<file path="config.mk">
export PLATFORM = sky130hd
export DESIGN_NAME = tcdm_bank_responder
export DESIGN_NICKNAME = d
export VERILOG_FILES = /design/src/rtl/snitch_pkg.sv /design/src/rtl/fifo_v3.sv /design/src/rtl/tcdm_bank_responder.sv
export SDC_FILE = /design/constraint.sdc
export NUM_CORES = 1
export LEC_CHECK = 0
export ABC_AREA = 1
export ABC_CLOCK_PERIOD_IN_PS = 3600
export CAP_MARGIN = 10
export CORE_AREA = 2 2 101 201
export CTS_CLUSTER_SIZE = 10
export DETAILED_ROUTE_END_ITERATION = 8
export DIE_AREA = 0 0 103 203
export PLACE_DENSITY = 0.64
export SLEW_MARGIN = 20
export SYNTH_ARGS = -nofsm -noshare
export SYNTH_HDL_FRONTEND = slang
export SYNTH_SLANG_ARGS = --single-unit
export TNS_END_PERCENT = 30
</file>
<file path="constraint.sdc">
create_clock -name clk_i -period 3.6 [get_ports clk_i]
set_input_delay 0.54 -clock clk_i [delete_from_list [all_inputs] [get_ports clk_i]]
set_output_delay 0.54 -clock clk_i [all_outputs]
set_load 0.05 [all_outputs]
</file>
<file path="src/rtl/snitch_pkg.sv">
// Shared definitions for the TCDM bank responder.
// Holds the default bank request/response layouts, the legal bounds for the
// SRAM latency and response-buffer depth, and a small width helper.
package snitch_pkg;

    localparam int unsigned BankAddrWidth = 32;
    localparam int unsigned BankDataWidth = 32;
    localparam int unsigned BankStrbWidth = BankDataWidth / 8;

    // Legal parameter bounds for tcdm_bank_responder.
    localparam int unsigned SramLatencyMin = 1;
    localparam int unsigned SramLatencyMax = 3;
    localparam int unsigned RspDepthMin    = 1;

    typedef struct packed {
        logic [BankAddrWidth-1:0] addr;
        logic                     write;
        logic [BankDataWidth-1:0] wdata;
        logic [BankStrbWidth-1:0] strb;
    } bank_req_t;

    typedef struct packed {
        logic [BankDataWidth-1:0] rdata;
        logic                     write;
    } bank_rsp_t;

    // Index width that never collapses to zero bits (a single requester
    // still needs a 1-bit source field).
    function automatic int unsigned clog2_min1(input int unsigned n);
        return (n > 1) ? $clog2(n) : 1;
    endfunction

endpackage

</file>
<file path="src/rtl/fifo_v3.sv">
// Small synchronous FIFO used as the response buffer.
// Ports:
//   clk_i, rst_i       clock and asynchronous active-high reset
//   full_o, empty_o    status; with FallThrough=1 a push into an empty FIFO
//                      is visible on data_o / empty_o in the same cycle
//   data_i, push_i     write side
//   data_o, pop_i      read side (pop is ignored while empty)
module fifo_v3 #(
    parameter bit          FallThrough = 1'b0,
    parameter int unsigned DataWidth   = 32,
    parameter int unsigned Depth       = 4
) (
    input  logic                 clk_i,
    input  logic                 rst_i,
    output logic                 full_o,
    output logic                 empty_o,
    input  logic [DataWidth-1:0] data_i,
    input  logic                 push_i,
    output logic [DataWidth-1:0] data_o,
    input  logic                 pop_i
);

    localparam int unsigned PtrWidth = (Depth > 1) ? $clog2(Depth) : 1;
    localparam int unsigned CntWidth = $clog2(Depth + 1);
    localparam logic [CntWidth-1:0] DepthCnt = CntWidth'(Depth);
    localparam logic [PtrWidth-1:0] LastPtr  = PtrWidth'(Depth - 1);

    logic [DataWidth-1:0] mem_reg [Depth];
    logic [PtrWidth-1:0]  wptr_reg, wptr_next;
    logic [PtrWidth-1:0]  rptr_reg, rptr_next;
    logic [CntWidth-1:0]  count_reg, count_next;
    logic                 do_push, do_pop, bypass;

    always_comb begin
        full_o  = (count_reg == DepthCnt);
        empty_o = (count_reg == '0) && !(FallThrough && push_i);
        data_o  = (FallThrough && (count_reg == '0)) ? data_i : mem_reg[rptr_reg];

        do_push = push_i && !full_o;
        do_pop  = pop_i && !empty_o;
        // An empty fall-through FIFO that is pushed and popped in the same
        // cycle passes the word straight through and stores nothing.
        bypass  = FallThrough && (count_reg == '0) && do_push && do_pop;
        if (bypass) begin
            do_push = 1'b0;
            do_pop  = 1'b0;
        end

        wptr_next  = wptr_reg;
        rptr_next  = rptr_reg;
        count_next = count_reg;
        if (do_push) begin
            wptr_next = (wptr_reg == LastPtr) ? '0 : wptr_reg + 1'b1;
        end
        if (do_pop) begin
            rptr_next = (rptr_reg == LastPtr) ? '0 : rptr_reg + 1'b1;
        end
        if (do_push && !do_pop) begin
            count_next = count_reg + 1'b1;
        end else if (!do_push && do_pop) begin
            count_next = count_reg - 1'b1;
        end
    end

    always_ff @(posedge clk_i or posedge rst_i) begin
        if (rst_i) begin
            wptr_reg  <= '0;
            rptr_reg  <= '0;
            count_reg <= '0;
        end else begin
            wptr_reg  <= wptr_next;
            rptr_reg  <= rptr_next;
            count_reg <= count_next;
        end
    end

    // Storage carries no reset: the pointers alone define what is valid.
    always_ff @(posedge clk_i) begin
        if (do_push) begin
            mem_reg[wptr_reg] <= data_i;
        end
    end

endmodule

</file>
<file path="src/rtl/tcdm_bank_responder.sv">
// TCDM bank responder: turns crossbar requests into SRAM accesses and
// returns in-order responses tagged with the originating requester.
// Ports:
//   clk_i, rst_i                 clock, asynchronous active-high reset
//   req_i, req_src_i             request payload and requester index
//   req_valid_i / req_ready_o    request handshake
//   rsp_o, rsp_sel_o             response payload and requester index
//   rsp_valid_o / rsp_ready_i    response handshake
//   sram_*                       single-port SRAM access (issued in the
//                                accept cycle), sram_rdata_i returns
//                                SramLatency cycles later
module tcdm_bank_responder import snitch_pkg::*; #(
    parameter int unsigned NumInp        = 4,
    parameter int unsigned DataWidth     = 32,
    parameter int unsigned SramAddrWidth = 10,
    parameter int unsigned SramLatency   = 1,
    parameter int unsigned RspDepth      = 4,
    parameter type         bank_req_t    = snitch_pkg::bank_req_t,
    parameter type         bank_rsp_t    = snitch_pkg::bank_rsp_t,
    localparam int unsigned SrcWidth     = clog2_min1(NumInp),
    localparam int unsigned StrbWidth    = DataWidth / 8
) (
    input  logic                     clk_i,
    input  logic                     rst_i,
    input  bank_req_t                req_i,
    input  logic [SrcWidth-1:0]      req_src_i,
    input  logic                     req_valid_i,
    output logic                     req_ready_o,
    output bank_rsp_t                rsp_o,
    output logic [SrcWidth-1:0]      rsp_sel_o,
    output logic                     rsp_valid_o,
    input  logic                     rsp_ready_i,
    output logic                     sram_req_o,
    output logic                     sram_we_o,
    output logic [SramAddrWidth-1:0] sram_addr_o,
    output logic [DataWidth-1:0]     sram_wdata_o,
    output logic [StrbWidth-1:0]     sram_be_o,
    input  logic [DataWidth-1:0]     sram_rdata_i
);

    localparam int unsigned AddrLsb   = (StrbWidth > 1) ? $clog2(StrbWidth) : 0;
    localparam int unsigned CntWidth  = $clog2(RspDepth + 1);
    localparam logic [CntWidth-1:0] RspDepthCnt = CntWidth'(RspDepth);
    localparam int unsigned FifoWidth = $bits(bank_rsp_t) + SrcWidth;

    typedef struct packed {
        logic                valid;
        logic                write;
        logic [SrcWidth-1:0] src;
    } pipe_t;

    logic [CntWidth-1:0]  outstanding_reg, outstanding_next;
    pipe_t                pipe_reg  [SramLatency];
    pipe_t                pipe_next [SramLatency];
    pipe_t                exit_entry;
    bank_rsp_t            push_rsp;
    logic [FifoWidth-1:0] fifo_rdata;
    logic                 fifo_empty, fifo_full;
    logic                 accept, retire;
    logic                 unused_bits;

    // Ready comes from the registered count only, so a slot freed by a
    // response handshake becomes usable one cycle later.
    assign req_ready_o = (outstanding_reg < RspDepthCnt) && !rst_i;
    assign accept      = req_valid_i && req_ready_o;
    assign retire      = rsp_valid_o && rsp_ready_i;

    always_comb begin
        sram_req_o   = 1'b0;
        sram_we_o    = 1'b0;
        sram_addr_o  = '0;
        sram_wdata_o = '0;
        sram_be_o    = '0;
        if (accept) begin
            sram_req_o   = 1'b1;
            sram_we_o    = req_i.write;
            sram_addr_o  = req_i.addr[AddrLsb +: SramAddrWidth];
            sram_wdata_o = req_i.wdata;
            sram_be_o    = req_i.strb;
        end
    end

    // Tag pipeline tracking the SRAM latency; it never stalls because the
    // outstanding limit guarantees room in the response FIFO at exit.
    for (genvar gi = 0; gi < SramLatency; gi++) begin : g_pipe
        if (gi == 0) begin : g_head
            assign pipe_next[gi] = '{valid: accept, write: req_i.write, src: req_src_i};
        end else begin : g_body
            assign pipe_next[gi] = pipe_reg[gi-1];
        end
    end

    always_ff @(posedge clk_i or posedge rst_i) begin
        if (rst_i) begin
            for (int i = 0; i < SramLatency; i++) begin
                pipe_reg[i] <= '0;
            end
        end else begin
            pipe_reg <= pipe_next;
        end
    end

    assign exit_entry = pipe_reg[SramLatency-1];

    always_comb begin
        push_rsp       = '0;
        push_rsp.write = exit_entry.write;
        push_rsp.rdata = exit_entry.write ? '0 : sram_rdata_i;
    end

    fifo_v3 #(
        .FallThrough (1'b1),
        .DataWidth   (FifoWidth),
        .Depth       (RspDepth)
    ) i_rsp_fifo (
        .clk_i   (clk_i),
        .rst_i   (rst_i),
        .full_o  (fifo_full),
        .empty_o (fifo_empty),
        .data_i  ({push_rsp, exit_entry.src}),
        .push_i  (exit_entry.valid),
        .data_o  (fifo_rdata),
        .pop_i   (rsp_ready_i)
    );

    assign rsp_valid_o = !fifo_empty;

    always_comb begin
        rsp_o     = '0;
        rsp_sel_o = '0;
        if (rsp_valid_o) begin
            {rsp_o, rsp_sel_o} = fifo_rdata;
        end
    end

    always_comb begin
        outstanding_next = outstanding_reg;
        if (accept && !retire) begin
            outstanding_next = outstanding_reg + 1'b1;
        end else if (!accept && retire) begin
            outstanding_next = outstanding_reg - 1'b1;
        end
    end

    always_ff @(posedge clk_i or posedge rst_i) begin
        if (rst_i) begin
            outstanding_reg <= '0;
        end else begin
            outstanding_reg <= outstanding_next;
        end
    end

    // Address bits outside the bank word index and the FIFO full flag are
    // intentionally not consumed.
    assign unused_bits = ^{fifo_full, req_i};

endmodule

</file>
==> flow_metrics.env, run 1 <==
export IMPL_cp_start_kind="primary input"
export IMPL_timing_max_cap_violations=0
export IMPL_dr_pass1_iters=5
export IMPL_worstSetupEndpointType="primary output"
export IMPL_fillers=1685
export IMPL_die_height_um=203
export IMPL_layout_area_overhead_vs_synth_pct=37.4
export IMPL_final_routed_drc_violation_total=0
export IMPL_crit_path_max_fanout=36
export IMPL_cts_tree="done"
export IMPL_critical_path_cell_chain="clkdlybuf4s50_1 > nor2_2 > nand2_2 > buf_12 > nor2_1 > clkdlybuf4s50_1"
export IMPL_floorplan_initialDensity_pct=39.7
export IMPL_synth_largest_area_cell="edfxtp_1"
export IMPL_post_route_cells_drive_above_1_share_pct=10.4
export IMPL_grt_util_met2_pct=33.8
export IMPL_post_synth_num_cell_types=21
export IMPL_grt_usage_pct=18.2
export IMPL_synth_top_cells_by_area="edfxtp_1, nand2_1, inv_1"
export IMPL_antenna_found_initial=0
export IMPL_reg2regPathDepth=8
export IMPL_avg_wl_per_cell_um=14.1
export IMPL_synth_top_area_share_pct=55.0
export IMPL_pwr_density_cell_nw_per_um2=859
export IMPL_drtAntennaViolNets=0
export IMPL_clockRootBuffer="clkbuf_16"
export IMPL_final_core_util_pct=54.5
export IMPL_rr_startpoint="exit_entry[3]"
export IMPL_detailed_place_area_um2=9830
export IMPL_ctsHoldBuffers=0
export IMPL_post_synthesis_net_count=963
export IMPL_final_max_slew_viol_count=0
export IMPL_worst_path_largest_cell_delay_ns=0.82
export IMPL_finished_cell_area_um2=10500
export IMPL_clkSlewWorstSetupHoldPaths_ns=0.06
export IMPL_post_cts_resized=0
export IMPL_clock_skew_ns=0.00701
export IMPL_arrival_ns=2.59
export IMPL_number_of_vias_per_cell=4.57
export IMPL_number_of_global_route_vias_before_repair=5886
export IMPL_area_of_the_die_um2=20900
export IMPL_achievable_frequency_ghz=0.319
export IMPL_gr_usage_met1_pct=18.4
export IMPL_grt_max_degree=74
export IMPL_final_min_period_over_clock_period_pct=87.0
export IMPL_drt_first_iter_violations=239
export IMPL_layout_common_cells="nand2_1, inv_1, edfxtp_1"
export IMPL_numClockSinks=154
export IMPL_largest_reg_flops=140
export IMPL_coreArea_um2=19300
export IMPL_max_slew_margin_pct=45.4
export IMPL_grt_pass1_wl_um=28400
export IMPL_worstSetupPathType="primary input to primary output"
export IMPL_synth_warning_count=0
export IMPL_max_slew_worst_pin_slew_ns=0.819
export IMPL_period_needed_ns=3.13
export IMPL_post_synth_cell_area_avg_um2=9.03
export IMPL_cts_htree_levels=4
export IMPL_gpl_final_weighted_congestion=0.767
export IMPL_final_hold_viol_count=0
export IMPL_worstHoldPathType="flop to flop"
export IMPL_setup_tns_ns=0
export IMPL_overflow=0
export IMPL_cp_slowest_cell="clkdlybuf4s50_1"
export IMPL_grt_met3_usage_pct=5.13
export IMPL_layout_cells_most_common="nand2_1"
export IMPL_fin_worst_hold_slack_ns=0.493
export IMPL_hold_path_startpoint="outstanding_reg[2]"
export IMPL_syn_area_um2=7640
export IMPL_max_clock_path_buffers=2
export IMPL_antenna_cells=0
export IMPL_vias=5838
export IMPL_global_route_peak_usage_layer="met2"
export IMPL_floorplan_io_pins=192
export IMPL_r2r_slack_ns=1.10
export IMPL_gate_count_post_synth=847
export IMPL_final_setup_viol_count=0
export IMPL_critPathMostFrequentCell="clkdlybuf4s50_1"
export IMPL_cp_data_required_time_ns=3.06
export IMPL_die_width_um=103
export IMPL_postCtsSetupRepairBufs=0
export IMPL_io_buffer_count=169
export IMPL_maximum_resistive_drop_on_vdd_uv=472
export IMPL_p_leak_uw=0.00477
export IMPL_clock_insertion_delay_worst_skew_ns=0.42
export IMPL_synth_seq_area_share_pct=59.6
export IMPL_worst_reg2reg_endpoint="i_rsp_fifo.count_reg[2]"
export IMPL_detail_route_wirelength_um=18100
export IMPL_worstHoldEndpoint="outstanding_reg[2]"
export IMPL_standard_cell_rows=72
export IMPL_postSynthRegisterBits=154
export IMPL_dp_hpwl_um=11700
export IMPL_whs_path_depth=1
export IMPL_grt_setup_unrepaired="no"
export IMPL_cts_inserted_buffers=17
export IMPL_outcome="finished, final reports clean"
export IMPL_nets=1122
==> through the flow <==
stage | instances | total power [uW] | worst slack [ns]
2_1_floorplan | 847 | 5140 | 0.759
3_3_place_gp | 1246 | 7090 | 0.493
3_5_place_dp | 1246 | 7120 | 0.447
4_1_cts | 1278 | 9110 | 0.438
5_1_grt | 1278 | 9460 | 0.352
6_report | 1278 | 9030 | 0.469
==> kinds of logic after synthesis <==
group | after synthesis | share of synthesized area (%)
AO/OA/AOI/OAI | 2 | 0.131
AND/OR/NAND/NOR | 452 | 25.4
XOR/XNOR | 4 | 0.458
adder cells (fa/ha/maj) | 9 | 1.67
flip-flops | 154 | 59.6
buffers and inverters | 226 | 12.8
==> synth_stat cells <==
cell	n
nand2_1	245
inv_1	181
edfxtp_1	140
nand3_1	118
nor2_1	73
buf_2	19
dfrtp_1	14
buf_4	13
nor2_4	11
buf_6	7
ha_1	7
clkbuf_1	3
xnor2_1	3
fa_1	2
inv_4	2
nand2_2	2
nor2_2	2
o21ai_0	2
inv_2	1
or2_2	1
xor2_1	1
==> critical path, delay by kind of cell <==
| kind | cells | cell delay, ns |
|---|---|---|
| buffers and inverters | 3 | 1.53 |
| AND/OR/NAND/NOR | 3 | 0.50 |
==> layer usage <==
layer	vias up	wire length [um]
met5	-	0
met4	0	409
met3	27	1130
met2	231	10200
met1	2663	6340
li1	2917	-
==> power breakdown <==
| part | leakage, uW | switching [uW] | internal [uW] |
|---|---|---|---|
| clock network | 0.000313 | 685 | 1310 |
| registers | 0.00145 | 122 | 2130 |
| logic | 0.00300 | 2970 | 1810 |
| total | 0.00477 | 3780 | 5250 |
==> layout make-up <==
| cell class | count | area, um2 | share of cell area [%] |
|---|---|---|---|
| Clock buffer | 18 | 429 | 4.08 |
| Tap cell | 259 | 324 | 3.08 |
| Timing Repair Buffer | 182 | 2110 | 20.1 |
| Multi-Input combinational cell | 467 | 2140 | 20.4 |
| Clock inverter | 14 | 245 | 2.33 |
| Sequential cell | 154 | 4560 | 43.4 |
| Inverter | 184 | 696 | 6.62 |
==> worst max-delay path by stage <==
stage,start,end,depth (start not counted)
after floorplan,rst_i,outstanding_reg[2],11
final,rst_i,sram_wdata_o[1],6
after global routing,rst_i,sram_wdata_o[8],6
after CTS,rst_i,sram_wdata_o[1],6
after global placement,rst_i,sram_wdata_o[1],6
after detailed placement,rst_i,sram_wdata_o[1],6
(Power assumes the default switching activity.)
==> inputs of run 2 (changes only) <==
- CTS_CLUSTER_SIZE: 10 -> 20
==> results of run 2 <==
Same layout as run 1: the final DEF is identical, and so are final timing and power.
